**config.mk**
```make
export PLATFORM = sky130hd
export DESIGN_NAME = rf_wb_arbiter
export DESIGN_NICKNAME = d
export VERILOG_FILES = /design/src/rtl/rf_pkg.sv /design/src/rtl/rf_wb_arbiter_rr.sv /design/src/rtl/rf_wb_arbiter.sv
export SDC_FILE = /design/constraint.sdc
export NUM_CORES = 1
export LEC_CHECK = 0
export ABC_AREA = 1
export CAP_MARGIN = 5
export CORE_ASPECT_RATIO = 1.25
export CORE_UTILIZATION = 48
export DETAILED_ROUTE_END_ITERATION = 6
export GPL_TIMING_DRIVEN = 0
export PLACE_DENSITY = 0.87
export SLEW_MARGIN = 20
export SYNTH_ARGS = -nofsm -noshare
export SYNTH_HDL_FRONTEND = slang
export SYNTH_SLANG_ARGS = --single-unit
```
**constraint.sdc**
```tcl
create_clock -name clk -period 5.2 [get_ports clk]
set_input_delay 0.78 -clock clk [delete_from_list [all_inputs] [get_ports clk]]
set_output_delay 0.78 -clock clk [all_outputs]
set_load 0.02 [all_outputs]
```
**src/rtl/rf_pkg.sv**
```systemverilog
// Shared register-file constants, typedefs and the round-robin pointer helper
// used by the writeback arbiter.
package rf_pkg;

  localparam int DATA_WIDTH    = 32;
  localparam int NUM_REGISTERS = 32;
  localparam int ADDRESS_WIDTH = $clog2(NUM_REGISTERS);

  typedef logic [ADDRESS_WIDTH-1:0] rf_addr_t;
  typedef logic [DATA_WIDTH-1:0]    rf_data_t;

  // Position after idx on a ring of n slots.
  function automatic int unsigned rr_next(input int unsigned idx, input int unsigned n);
    return (idx + 1 >= n) ? 0 : idx + 1;
  endfunction

endpackage

```
**src/rtl/rf_wb_arbiter_rr.sv**
```systemverilog
// Combinational round-robin arbiter: grants the first requester at or after ptr,
// scanning upward with wrap-around. Returns a one-hot grant and its index.
module rr_arbiter #(
  parameter  int N  = 3,
  localparam int PW = (N > 1) ? $clog2(N) : 1
) (
  input  logic [N-1:0]  req,
  input  logic [PW-1:0] ptr,
  output logic [N-1:0]  gnt,
  output logic [PW-1:0] gnt_idx
);

  int   idx;
  logic found;

  always_comb begin
    gnt     = '0;
    gnt_idx = '0;
    found   = 1'b0;
    idx     = 0;
    for (int off = 0; off < N; off++) begin
      idx = int'(ptr) + off;
      if (idx >= N) idx = idx - N;
      if (!found && req[idx]) begin
        found        = 1'b1;
        gnt[idx]     = 1'b1;
        gnt_idx      = PW'(idx);
      end
    end
  end

endmodule

```
**src/rtl/rf_wb_arbiter.sv**
```systemverilog
// Register-file writeback arbiter: round-robin shares the single RF write port,
// registers the winner, and tracks pending writes. Optional operand bypass: RF_WB_BYPASS_EN.
module rf_wb_arbiter
  import rf_pkg::*;
#(
  parameter  int DATA_WIDTH    = rf_pkg::DATA_WIDTH,
  parameter  int NUM_REGISTERS = rf_pkg::NUM_REGISTERS,
  parameter  int NUM_REQ       = 3,
  localparam int ADDRESS_WIDTH = $clog2(NUM_REGISTERS)
) (
  input  logic                              clk,
  input  logic                              rst_n,
  input  logic [NUM_REQ-1:0]                req_valid_in,
  input  logic [NUM_REQ*ADDRESS_WIDTH-1:0]  req_rd_in,
  input  logic [NUM_REQ*DATA_WIDTH-1:0]     req_data_in,
  output logic [NUM_REQ-1:0]                req_ready_out,
  input  logic                              issue_valid_in,
  input  logic [ADDRESS_WIDTH-1:0]          issue_rd_in,
  input  logic [ADDRESS_WIDTH-1:0]          rs1_in,
  input  logic [ADDRESS_WIDTH-1:0]          rs2_in,
  output logic                              rs1_pending_out,
  output logic                              rs2_pending_out,
  output logic                              wr_en_out,
  output logic [ADDRESS_WIDTH-1:0]          rd_out,
  output logic [DATA_WIDTH-1:0]             rd_data_out
`ifdef RF_WB_BYPASS_EN
  ,
  input  logic [DATA_WIDTH-1:0]             rs1_rf_data_in,
  input  logic [DATA_WIDTH-1:0]             rs2_rf_data_in,
  output logic [DATA_WIDTH-1:0]             rs1_data_out,
  output logic [DATA_WIDTH-1:0]             rs2_data_out
`endif
);

  localparam int PTR_W = (NUM_REQ > 1) ? $clog2(NUM_REQ) : 1;

  logic [NUM_REQ-1:0]       gnt_p0;
  logic [PTR_W-1:0]         gnt_idx_p0;
  logic [PTR_W-1:0]         ptr_q;
  logic                     vld_p0;
  logic [ADDRESS_WIDTH-1:0] rd_p0;
  logic [DATA_WIDTH-1:0]    data_p0;
  logic [NUM_REGISTERS-1:0] pending_q;
  logic [NUM_REGISTERS-1:0] pending_d;

  // Stage p0: combinational arbitration and payload select
  rr_arbiter #(.N(NUM_REQ)) u_arb (
    .req     (req_valid_in),
    .ptr     (ptr_q),
    .gnt     (gnt_p0),
    .gnt_idx (gnt_idx_p0)
  );

  assign req_ready_out = gnt_p0;
  assign vld_p0        = |gnt_p0;
  assign rd_p0         = req_rd_in[int'(gnt_idx_p0)*ADDRESS_WIDTH +: ADDRESS_WIDTH];
  assign data_p0       = req_data_in[int'(gnt_idx_p0)*DATA_WIDTH +: DATA_WIDTH];

  always_ff @(posedge clk or negedge rst_n) begin
    if (!rst_n) begin
      ptr_q <= '0;
    end else if (vld_p0) begin
      ptr_q <= PTR_W'(rr_next(32'(gnt_idx_p0), NUM_REQ));
    end
  end

  // Stage p1: registered RF write port; x0 writes are consumed without a write strobe
  always_ff @(posedge clk or negedge rst_n) begin
    if (!rst_n) begin
      wr_en_out   <= 1'b0;
      rd_out      <= '0;
      rd_data_out <= '0;
    end else begin
      wr_en_out <= vld_p0 && (rd_p0 != '0);
      if (vld_p0) begin
        rd_out      <= rd_p0;
        rd_data_out <= data_p0;
      end
    end
  end

  // Clear happens on the commit edge; a same-edge issue overrides it.
  always_comb begin
    pending_d = pending_q;
    if (wr_en_out) pending_d[rd_out] = 1'b0;
    if (issue_valid_in && (issue_rd_in != '0)) pending_d[issue_rd_in] = 1'b1;
    pending_d[0] = 1'b0;
  end

  always_ff @(posedge clk or negedge rst_n) begin
    if (!rst_n) begin
      pending_q <= '0;
    end else begin
      pending_q <= pending_d;
    end
  end

`ifdef RF_WB_BYPASS_EN
  logic rs1_hit;
  logic rs2_hit;

  assign rs1_hit         = wr_en_out && (rd_out == rs1_in) && (rs1_in != '0);
  assign rs2_hit         = wr_en_out && (rd_out == rs2_in) && (rs2_in != '0);
  assign rs1_pending_out = pending_q[rs1_in] && !rs1_hit;
  assign rs2_pending_out = pending_q[rs2_in] && !rs2_hit;
  assign rs1_data_out    = rs1_hit ? rd_data_out : rs1_rf_data_in;
  assign rs2_data_out    = rs2_hit ? rd_data_out : rs2_rf_data_in;
`else
  assign rs1_pending_out = pending_q[rs1_in];
  assign rs2_pending_out = pending_q[rs2_in];
`endif

endmodule
```
Word-level counts from Yosys, hierarchy flattened
Cells that the tools add are included. Widths: inputs -> output; s select.

Output and inout port bits: 43. Register bits: 71.

Multiply operators: 1. Shift operators: 2. Muxes and demuxes: 37. Reductions and logical operators: 14. Bitwise gates (word level): 5. $add $sub $neg: 6. Magnitude comparators: 16.

Operator list (number): $mux 32 (5); $ge 32x1->1 const B (3); $lt 32x4->1 const B (3); $shiftx 96x8->32 (1); $ge 32x3->1 const B (2); $sub 32x3->32 const B (2); $and 32x32->32 (1); $not 32->32 (1); $or 32x32->32 (1); $lt 5x6->1 const B (4); $mux 1 (15); $shiftx 15x6->5 (1); $bmux 1 s5 (2); $demux 1 s5 (2); $ge 5x1->1 const B (2); $reduce_bool 5->1 (2); $logic_and 1x1->1 (9); $mux 3 (3); $mux 2 (4); $add 2x1->3 const B (2); $bmux 1 s2 (3); $demux 1 s2 (3); $or 3x3->3 (2); $mul 2x3->5 const B (1); 6 further kinds (7).

Logic depth before layout (Yosys ltp)
Gate-level depths: netlist (run 1).

Depth in word-level cells: 16. Depth in mapped cells: 17. Mapped depth without buffers: 17.

By module
From an unflattened synthesis (run 1), not the netlist that was laid out.

Cells, all modules: 620. Area, all modules: 4300.4 µm².

Modules (own cells, without submodules): rf_wb_arbiter (cells each 566, times used 1, area each 4020.1 µm²); rr_arbiter (cells each 54, times used 1, area each 280.3 µm²).

Worst setup path after synthesis (run 1)
No wires, ideal clock.

Kind: input -> output. Start point: input rs1_in[0]. End point: output rs1_pending_out. Setup slack: 2.492 ns. Arrival: 1.928 ns. Data required time: 4.420 ns. Stages: 6. Cell sequence: inv_1 -> clkbuf_1 -> nor2_1 -> o221ai_1 -> nand3_1 -> a32oi_1.

Longest elaborated chain between the ends: 2.

RTL lines: from (decl) (line rf_wb_arbiter.sv:19) `input logic [ADDRESS_WIDTH-1:0] rs1_in,`; $bmux 1 s5 (line rf_wb_arbiter.sv:109) `assign rs1_pending_out = pending_q[rs1_in];`; $mux 1 (implied by the code) (line rf_wb_arbiter.sv:109); to (decl) (line rf_wb_arbiter.sv:21) `output logic rs1_pending_out,`.

Every way passes these cells. The select of a mux whose other input is x is not followed.

Final worst setup path (run 1)
Same ends and word-level chain as after synthesis.

==> metrics.md, run 1 <==
| Metric | Value |
|---|---|
| Status | finished, final reports clean |
| DRT Wirelength | 15830 um |
| Setup TNS | 0 ns |
| DP HPWL | 12540 um |
| CP max stage delay | 0.62 ns |
| Initial antenna violation count | 1 |
| Synth top area share | 39.58% |
| Peak supply drop | 0.6684 mV |
| Lkg Pwr | 2.774 nW |
| Post-Route Utilization | 73.32% |
| DRC | 0 |
| Hold Fails Final Rpt | 0 |
| Fmax | 0.2417 GHz |
| Synthesized area | 4489 sq um |
| Flop2flop setup slack | 2.63 ns |
| Worst Path Max Fanout | 10 |
| FF+latch count, synth | 71 |
| Cell taking the most area after synthesis | dfrtp_1 |
| Max-slew violations | 0 |
| Share of layout cells above drive strength 1 | 9.332% |
| DRT Pass-1 Iters | 5 |
| Required time of the critical path | 4.42 ns |
| Pre-CTS setup slack | 1.129 ns |
| I/O Pins | 175 |
| Antenna Nets Post-Route | 0 |
| Initial Util | 49.20% |
| CTS tree | done |
| Final setup viols | 0 |
| M3 GR Usage | 7.893% |
| Global Route Usage Sum | 33.99% |
| Met2 Use GR | 62.58% |
| Clock skew | 0.005900 ns |
| Die area | 9746 sq um |
| Setup CP Type | in -> out |
| Vias | 5222 |
| Arr. time, crit path | 3.36 ns |
| Async S/R FF share, synth | 100.0% |
| R2R Path End | rd_data_out[26]$_DFFE_PN0P_ |
| Final Cycle Share | 79.58% |
| Final-layout fill cell count | 675 |
| Avg Cell Area, Syn | 7.457 sq um |
| GPL Wtd Cong | 0.9673 |
| CP endpoint kind | primary output |
| Ordered cell list for the critical path | clkdlybuf4s50_1 > inv_1 > clkbuf_1 > nor2_1 > o221ai_1 > nand3_1 > a32oi_1 > clkdlybuf4s50_1 |
| Slew @ Worst Pin | 0.5210 ns |
| Worst min path class | in -> async |
| Cell area power density | 757.8 nW/um^2 |
| CP dominant cell by count | clkdlybuf4s50_1 |
| Post CTS Setup Buffer Count | 0 |
| Yosys warns | 0 |
| Clk buf depth | 2 |
| Root buffer cell | clkbuf_16 |
| Distinct cells, synth | 30 |
| Seq/Total Area, Yosys | 39.58% |
| Total core area | 9125 sq um |
| Critical path startpoint category | primary input |
| Die width | 88.50 um |
| RSZ-0062 raised after global routing | no |
| Global route overflow | 0 |
| Initial DRC Count | 350 |
| Die Y | 110.1 um |
| M1 GR Usage | 35.25% |
| Clock slew at reported path FFs | 0.06 ns |
| Vias in the first global route | 5233 |
| Post-synth EDFFs | 0 |
| Cell row count | 39 |
| Worst R2R Path Depth | 11 |
| Cts hold-fix bufs | 0 |
| Final #Nets | 924 |
| Placed instance count | 900 |
| RR Startpoint | ptr_q[0]$_DFFE_PN0P_ |
| Slowest cell on the critical path | clkdlybuf4s50_1 |
| Syn-to-layout area delta | 49.02% |
| Clk sinks | 71 |
| Syn_nets | 738 |
| Relative slew slack | 65.27% |
| H-tree depth | 3 |
| Post-CTS Resized | 0 |
| Worst setup margin | 1.062 ns |
| Routed length per instance | 17.26 um |
| Layout Cells excl Fill | 917 |
| CTS Buf Count | 9 |
| Port-buffer cells | 174 |
| Largest net degree at the start of global routing | 39 |
| Gr busiest metal | met2 |
| Clk Latency, worst-skew pair | 0.33 ns |
| First-pass GRT wire length | 24980 um |
| Most common flop cell mapped by yosys | dfrtp_1 |
| Top area cells in the synthesized netlist | dfrtp_1, o21ai_0, nand3_1 |
| Minimum clock period after layout | 4.138 ns |
| Post-Synthesis Cells | 602 |
| Vias per inst | 5.695 |
| Max-cap violation count | 0 |
-- report_power, final --
group          switching, mW  internal, mW  leakage, nW
Clock                  0.255         0.331        0.131
Sequential             0.228         0.879        0.795
Combinational           2.05          1.33         1.85
-- cell type report --
type / count / area (sq um) / share of cell area [%]
clock inverter: 7 / 60.06 / 0.8977
timing repair buffer: 175 / 1759 / 26.30
antenna: 1 / 2.502 / 0.03740
sequential: 71 / 1777 / 26.56
inverter: 69 / 259.0 / 3.871
tap: 123 / 153.9 / 2.300
multi-input combinational: 436 / 2311 / 34.54
clock buffer: 9 / 225.2 / 3.366
buffer: 26 / 142.6 / 2.132
-- cells in the final DEF, fill, tap and decap left out, types with 4 or more instances in the layout --
master and n:
clkdlybuf4s50_1 173, o21ai_0 120, nand2_1 73, dfrtp_1 71
nor2_1 66, inv_1 64, nand3_1 55, a21oi_1 34
a31oi_2 18, a31oi_1 16, o21ai_1 14, buf_2 12
o221ai_1 10, clkbuf_16 9, clkbuf_1 8, nand2_2 6
inv_2 5, o211ai_1 4, ha_1 4
-- layer usage --
metal / vias to the layer above / part of all wire, %
li1: 2451 / -
met1: 2415 / 34
met2: 294 / 53
met3: 62 / 8.2
met4: 0 / 4.6
met5: - / 0
-- worst max-delay path, delay by kind of cell --
kind	cells	cell delay [ns]
buf+inv	4	1.87
compound gates	2	0.49
simple gates	2	0.20
-- how the worst max path moves through the flow --
| stage | start | endpoint | slack [ns] | cells after the start |
|---|---|---|---|---|
| floorplan | rs1_in[0] | rs1_pending_out | 2.49 | 6 |
| global placement | rst_n | rd_data_out[20]$_DFFE_PN0P_ | 1.13 | 1 |
| finish | rs1_in[0] | rs1_pending_out | 1.06 | 8 |
| global route | rs1_in[0] | rs1_pending_out | 0.86 | 8 |
| CTS | rs1_in[0] | rs1_pending_out | 1.13 | 8 |
| detailed placement | rs1_in[0] | rs1_pending_out | 1.13 | 8 |
-- logic make-up after synthesis --
| group | synth area share (%) |
|---|---|
| flip-flops | 39.58 |
| adder cells (fa/ha/maj) | 1.115 |
| AND/OR/NAND/NOR | 20.60 |
| AO/OA/AOI/OAI | 29.77 |
| buffers and inverters | 8.946 |
-- cell usage after synthesis (all sizes together), types with 3 or more instances --
master and number:
a31oi 34, o221ai 10, nand3 58, clkbuf 8, o22ai 3, o21ai 136
inv 69, a21oi 34, o211ai 4, nand2 81, ha 4, buf 18
nor2 68, dfrtp 71
-- registers in the layout, indices dropped and copies added, names as in the netlist --
name	count
rd_data_out	32
pending_q	31
rd_out	5
ptr_q	2
wr_en_out	1
-- through the flow --
stage / power [mW] / instance area (sq um) / hold slack, ns
2_1_floorplan: 3.335 / 4489 / 0.4713
3_3_place_gp: 4.304 / 6385 / 0.4903
3_5_place_dp: 4.442 / 6402 / 0.5204
4_1_cts: 5.050 / 6688 / 0.4255
5_1_grt: 5.425 / 6688 / 0.4439
6_report: 5.070 / 6690 / 0.4139
Note: power is estimated with default switching activity, not from simulation.
==> run 2, diff against run 1 <==
CORE_UTILIZATION = 45   (was 48)
PLACE_DENSITY = 0.82   (was 0.87)
clock period = 3.85 ns   (was 5.2 ns; I/O delays follow)
==> metrics.md, run 2 (same netlist as run 1, synthesis figures left out) <==
| Metric | Value |
|---|---|
| Required time of the critical path | 3.27 ns |
| Total core area | 9659 sq um |
| Share of layout cells above drive strength 1 | 9.332% |
| Minimum clock period after layout | 3.715 ns |
| Hold Fails Final Rpt | 0 |
| Max-slew violations | 0 |
| Final #Nets | 924 |
| CTS tree | done |
| Initial Util | 46.48% |
| Arr. time, crit path | 3.14 ns |
| Initial DRC Count | 321 |
| Antenna Nets Post-Route | 0 |
| Root buffer cell | clkbuf_16 |
| Clk Latency, worst-skew pair | 0.34 ns |
| Die area | 10380 sq um |
| Placed cell area | 6406 sq um |
| DRT Wirelength | 15450 um |
| Slew @ Worst Pin | 0.5473 ns |
| Post-CTS Resized | 0 |
| Status | complete, but fails checks |
| Fmax | 0.2692 GHz |
| Syn-to-layout area delta | 50.11% |
| Critical path startpoint category | primary input |
| Peak supply drop | 0.7697 mV |
| Initial antenna violation count | 0 |
| RR Startpoint | ptr_q[0]$_DFFE_PN0P_ |
| Worst path top cell family by delay | buffers and inverters |
| Worst Path Max Fanout | 10 |
| DRT Pass-1 Iters | 7 |
| Vias | 5221 |
| Setup CP Type | in -> out |
| Final setup viols | 0 |
| Lkg Pwr | 2.800 nW |
| First-pass GRT wire length | 24440 um |
| Post CTS Setup Buffer Count | 0 |
| H-tree depth | 3 |
| Ant diodes | 0 |
| Largest net degree at the start of global routing | 40 |
| Die width | 91.34 um |
| Leading cell type in the layout, fill and taps excluded | clkdlybuf4s50_1 |
| CP dominant cell by count | clkdlybuf4s50_1 |
| CP startpoint | rs1_in[0] |
| Vias in the first global route | 5123 |
| DRC | 1 |
| RSZ-0062 raised after global routing | no |
| Global route overflow | 0 |
| Clk sinks | 71 |
| Port-buffer cells | 174 |
| CTS Buf Count | 9 |
| Clock slew at reported path FFs | 0.06 ns |
| Max reg flops | 32 |
| Cell row count | 40 |
| CP endpoint kind | primary output |
| Die Y | 113.7 um |
| Post-route cell area | 6739 sq um |
| CP max stage delay | 0.63 ns |
| Ordered cell list for the critical path | clkdlybuf4s50_1 > inv_1 > clkbuf_1 > nor2_1 > o221ai_1 > nand3_1 > a32oi_1 > clkdlybuf4s50_1 |
| Vias per inst | 5.681 |
| Clock skew | 0.006282 ns |
| Buf/Inv on CP | 4 |
| Placed instance count | 903 |
| Global Route Usage Sum | 30.44% |
| Relative slew slack | 63.51% |
| Clk buf depth | 2 |
| Post-Route Utilization | 69.77% |
| Pwr Total | 6.965 mW |
| Cts hold-fix bufs | 0 |
| Cell area power density | 1034 nW/um^2 |
| Violated checks | DRC |
| DP HPWL | 12100 um |
| Largest regs | rd_data_out x32, pending_q x31, rd_out x5 |
| Final Cycle Share | 96.50% |
| Final-layout fill cell count | 761 |
| Layout Cells excl Fill | 919 |
| GPL Wtd Cong | 1.051 |
| Slowest cell on the critical path | clkdlybuf4s50_1 |
| Biggest register | rd_data_out |
| Most frequent cells in the layout | clkdlybuf4s50_1, o21ai_0, nand2_1 |
| Max-cap violation count | 0 |
| Routed length per instance | 16.81 um |
| I/O Pins | 175 |
| Worst min path class | in -> async |
## run 2: cell count changes in the layout (fill, tap and decap cells not counted)
cell        change
clkinv_2        +1
clkinvlp_4      -1
clkbuf_8        +2
bufinv_16       +2
diode_2         -1
inv_8           -1
inv_6           -3
## run 2: path summary, 6_finish.rpt
check,to,slack [ns],cells after the start
worst max-delay path,rs1_pending_out,0.13,8
worst min-delay path,pending_q[18]$_DFF_PN0_,0.20,1
worst max register to register,rd_data_out[4]$_DFFE_PN0P_,1.29,13
worst min register to register,pending_q[4]$_DFF_PN0_,0.53,2
max in group asynchronous,pending_q[9]$_DFF_PN0_,3.09,2
min in group clk,pending_q[4]$_DFF_PN0_,0.53,2
## run 2: where the power goes
group          switching [mW]  internal [mW]
clock network           0.316          0.601
registers               0.298           1.19
logic                    2.77           1.79
total                    3.39           3.58
## run 2: routing by layer
layer | wire (um) | GRT usage (%) | up-vias
met1 | 5456 | 31.66 | 2395
li1 | - | - | 2451
met5 | 0 | 0 | -
met2 | 7923 | 55.86 | 325
met3 | 1519 | 8.133 | 50
met4 | 547 | 16.19 | 0
## run 2: stage by stage
| stage | hold WS, ns | TNS, ns | setup WS [ns] |
|---|---|---|---|
| final | 0.2003 | 0 | 0.1348 |
| after global routing | 0.2442 | 0 | 0.1021 |
| after floorplan | 0.2819 | 0 | 1.547 |
| after global placement | 0.4981 | -7.803 | -0.1136 |
| after CTS | 0.2159 | 0 | 0.2653 |
| after detailed placement | 0.5097 | 0 | 0.2825 |
## run 2: cell type report
| class | count | area [sq um] | area share [%] |
|---|---|---|---|
| Buffer | 26 | 142.6 | 2.117 |
| Clock buffer | 11 | 252.7 | 3.750 |
| Multi-Input combinational cell | 436 | 2311 | 34.29 |
| Inverter | 69 | 259.0 | 3.843 |
| Clock inverter | 5 | 80.08 | 1.188 |
| Tap cell | 126 | 157.7 | 2.339 |
| Sequential cell | 71 | 1777 | 26.36 |
| Timing Repair Buffer | 175 | 1759 | 26.10 |
==> run 3, diff against run 2 <==
SETUP_SLACK_MARGIN = 0.4   (was default)
==> metrics.md, run 3 (same netlist as run 1, synthesis figures left out) <==
| Metric | Value |
|---|---|
| DP HPWL | 12100 um |
| Clk buf depth | 2 |
| Worst path top cell family by delay | buffers and inverters |
| H-tree depth | 3 |
| Max reg flops | 32 |
| Final Cycle Share | 86.04% |
| Post-route cell area | 6746 sq um |
| Reg area | 1777 sq um |
| Global route overflow | 0 |
| Initial DRC Count | 289 |
| Final setup viols | 0 |
| Layout Cells excl Fill | 919 |
| Initial antenna violation count | 0 |
| Minimum clock period after layout | 3.312 ns |
| Critical path startpoint category | primary input |
| Share of total power in the clock network | 13.2% |
| Peak supply drop | 0.7649 mV |
| Largest net degree at the start of global routing | 40 |
| P_sw | 3.380 mW |
| Vias in the first global route | 5137 |
| Hold_ws | 0.2010 ns |
| Clk Latency, worst-skew pair | 0.34 ns |
| Flop2flop setup slack | 1.31 ns |
| CP startpoint | rs2_in[1] |
| Port-buffer cells | 174 |
| Vias per inst | 5.650 |
| Area taken by multi-input logic gates | 2311 sq um |
| Vias | 5192 |
| Status | finished, final reports clean |
| Arr. time, crit path | 2.73 ns |
| DRT Pass-1 Iters | 5 |
| Pwr Total | 6.959 mW |
| Slowest cell on the critical path | clkdlybuf4s50_1 |
| GPL Wtd Cong | 1.051 |
| Placed cell area | 6406 sq um |
| DRT Wirelength | 15450 um |
| Final #Nets | 924 |
| Root buffer cell | clkbuf_16 |
| Fmax | 0.3019 GHz |
| Biggest register | rd_data_out |
| Sequential power share | 21.4% |
| Lkg Pwr | 2.818 nW |
| Leading cell type in the layout, fill and taps excluded | clkdlybuf4s50_1 |
| Buf/Inv on CP | 3 |
| Final-layout fill cell count | 762 |
| Most frequent cells in the layout | clkdlybuf4s50_1, o21ai_0, nand2_1 |
| Global Route Usage Sum | 30.41% |
| First-pass GRT wire length | 24430 um |
| Cell area power density | 1032 nW/um^2 |
| Ordered cell list for the critical path | clkdlybuf4s50_1 > inv_1 > o21ai_0 > o22ai_1 > o21a_1 > o21ai_0 > nand2_1 > nor2_1 > a31oi_1 > clkdlybuf4s50_1 |
| CTS tree | done |
| CTS Buf Count | 9 |
| Worst min path class | in -> async |
| Clock slew at reported path FFs | 0.06 ns |
| Clock skew | 0.006631 ns |
| Syn-to-layout area delta | 50.28% |
| Ant diodes | 0 |
| Worst path depth | 10 |
| CP max stage delay | 0.62 ns |
| Max-cap violation count | 0 |
| RSZ-0062 raised after global routing | yes |
| Share of layout cells above drive strength 1 | 10.09% |
| Gate power share | 65.5% |
| Setup CP Type | in -> out |
| Clk sinks | 71 |
| Cell row count | 40 |
| RR Startpoint | ptr_q[0]$_DFFE_PN0P_ |
| Internal | 3.579 mW |
| Die Y | 113.7 um |
| Die area | 10380 sq um |
| Worst Path Max Fanout | 9 |
| I/O Pins | 175 |
| Max-slew violations | 0 |
| Slew @ Worst Pin | 0.5094 ns |
| Hold Fails Final Rpt | 0 |
| Worst R2R Path Depth | 13 |
| Initial Util | 46.48% |
| Required time of the critical path | 3.27 ns |
| Switching Share | 48.58% |
| CP endpoint kind | primary output |
| Antenna Nets Post-Route | 0 |
| Placed instance count | 903 |
| Post CTS Setup Buffer Count | 0 |
| DRC | 0 |
| Largest regs | rd_data_out x32, pending_q x31, rd_out x5 |
| Die width | 91.34 um |
| Relative slew slack | 66.04% |
| Routed length per instance | 16.82 um |
| Total core area | 9659 sq um |
[run 3: cell count changes in the layout (fill, tap and decap cells not counted), sizes merged]
cell / change
clkdlybuf4s50: -1
dlymetal6s2s: +1
[run 3: final timing paths]
check	endpoint
min in group clk	pending_q[4]$_DFF_PN0_
max	rs2_pending_out
max in group asynchronous	pending_q[3]$_DFF_PN0_
max reg2reg	rd_data_out[19]$_DFFE_PN0P_
min reg2reg	pending_q[4]$_DFF_PN0_
min	pending_q[18]$_DFF_PN0_
[run 3: per-layer routing]
layer	vias to the layer above	track usage [%]	wire, um
met4	0	16.51	595
li1	2452	-	-
met3	55	8.067	1457
met1	2359	31.57	5545
met2	326	55.76	7854
met5	-	0	0
[run 3: cell type report]
class,instances,share of cell area (%)
Clock inverter,5,1.187
Inverter,69,3.839
Multi-Input combinational cell,436,34.25
Sequential cell,71,26.34
Clock buffer,11,3.746
Tap cell,126,2.337
Timing Repair Buffer,175,26.11
Buffer,26,2.188
[run 3: timing repair]
action	CTS	global route
hold endpoints to repair	0	0
gates resized for setup	1	9
gates cloned	0	0
hold buffers	0	0
endpoints found under the setup margin	1	2
[run 3: power by group through the flow]
stage                     Clock (mW)  Combinational [mW]  Sequential [mW]
after floorplan                    0                2.85             1.65
after global placement             0                4.38             1.47
after detailed placement           0                4.52             1.48
after CTS                      0.926                4.54             1.48
after global routing           0.960                4.97             1.53
final                          0.917                4.56             1.49
[run 3: through the flow]
| stage | setup slack [ns] | utilization, % | TNS (ns) |
|---|---|---|---|
| floorplan | 1.547 | - | 0 |
| global placement | -0.1136 | 66.14 | -7.803 |
| detailed placement | 0.2825 | 66.32 | 0 |
| CTS | 0.4125 | 69.78 | 0 |
| global route | 0.3746 | 69.84 | 0 |
| finish | 0.5375 | 69.84 | 0 |
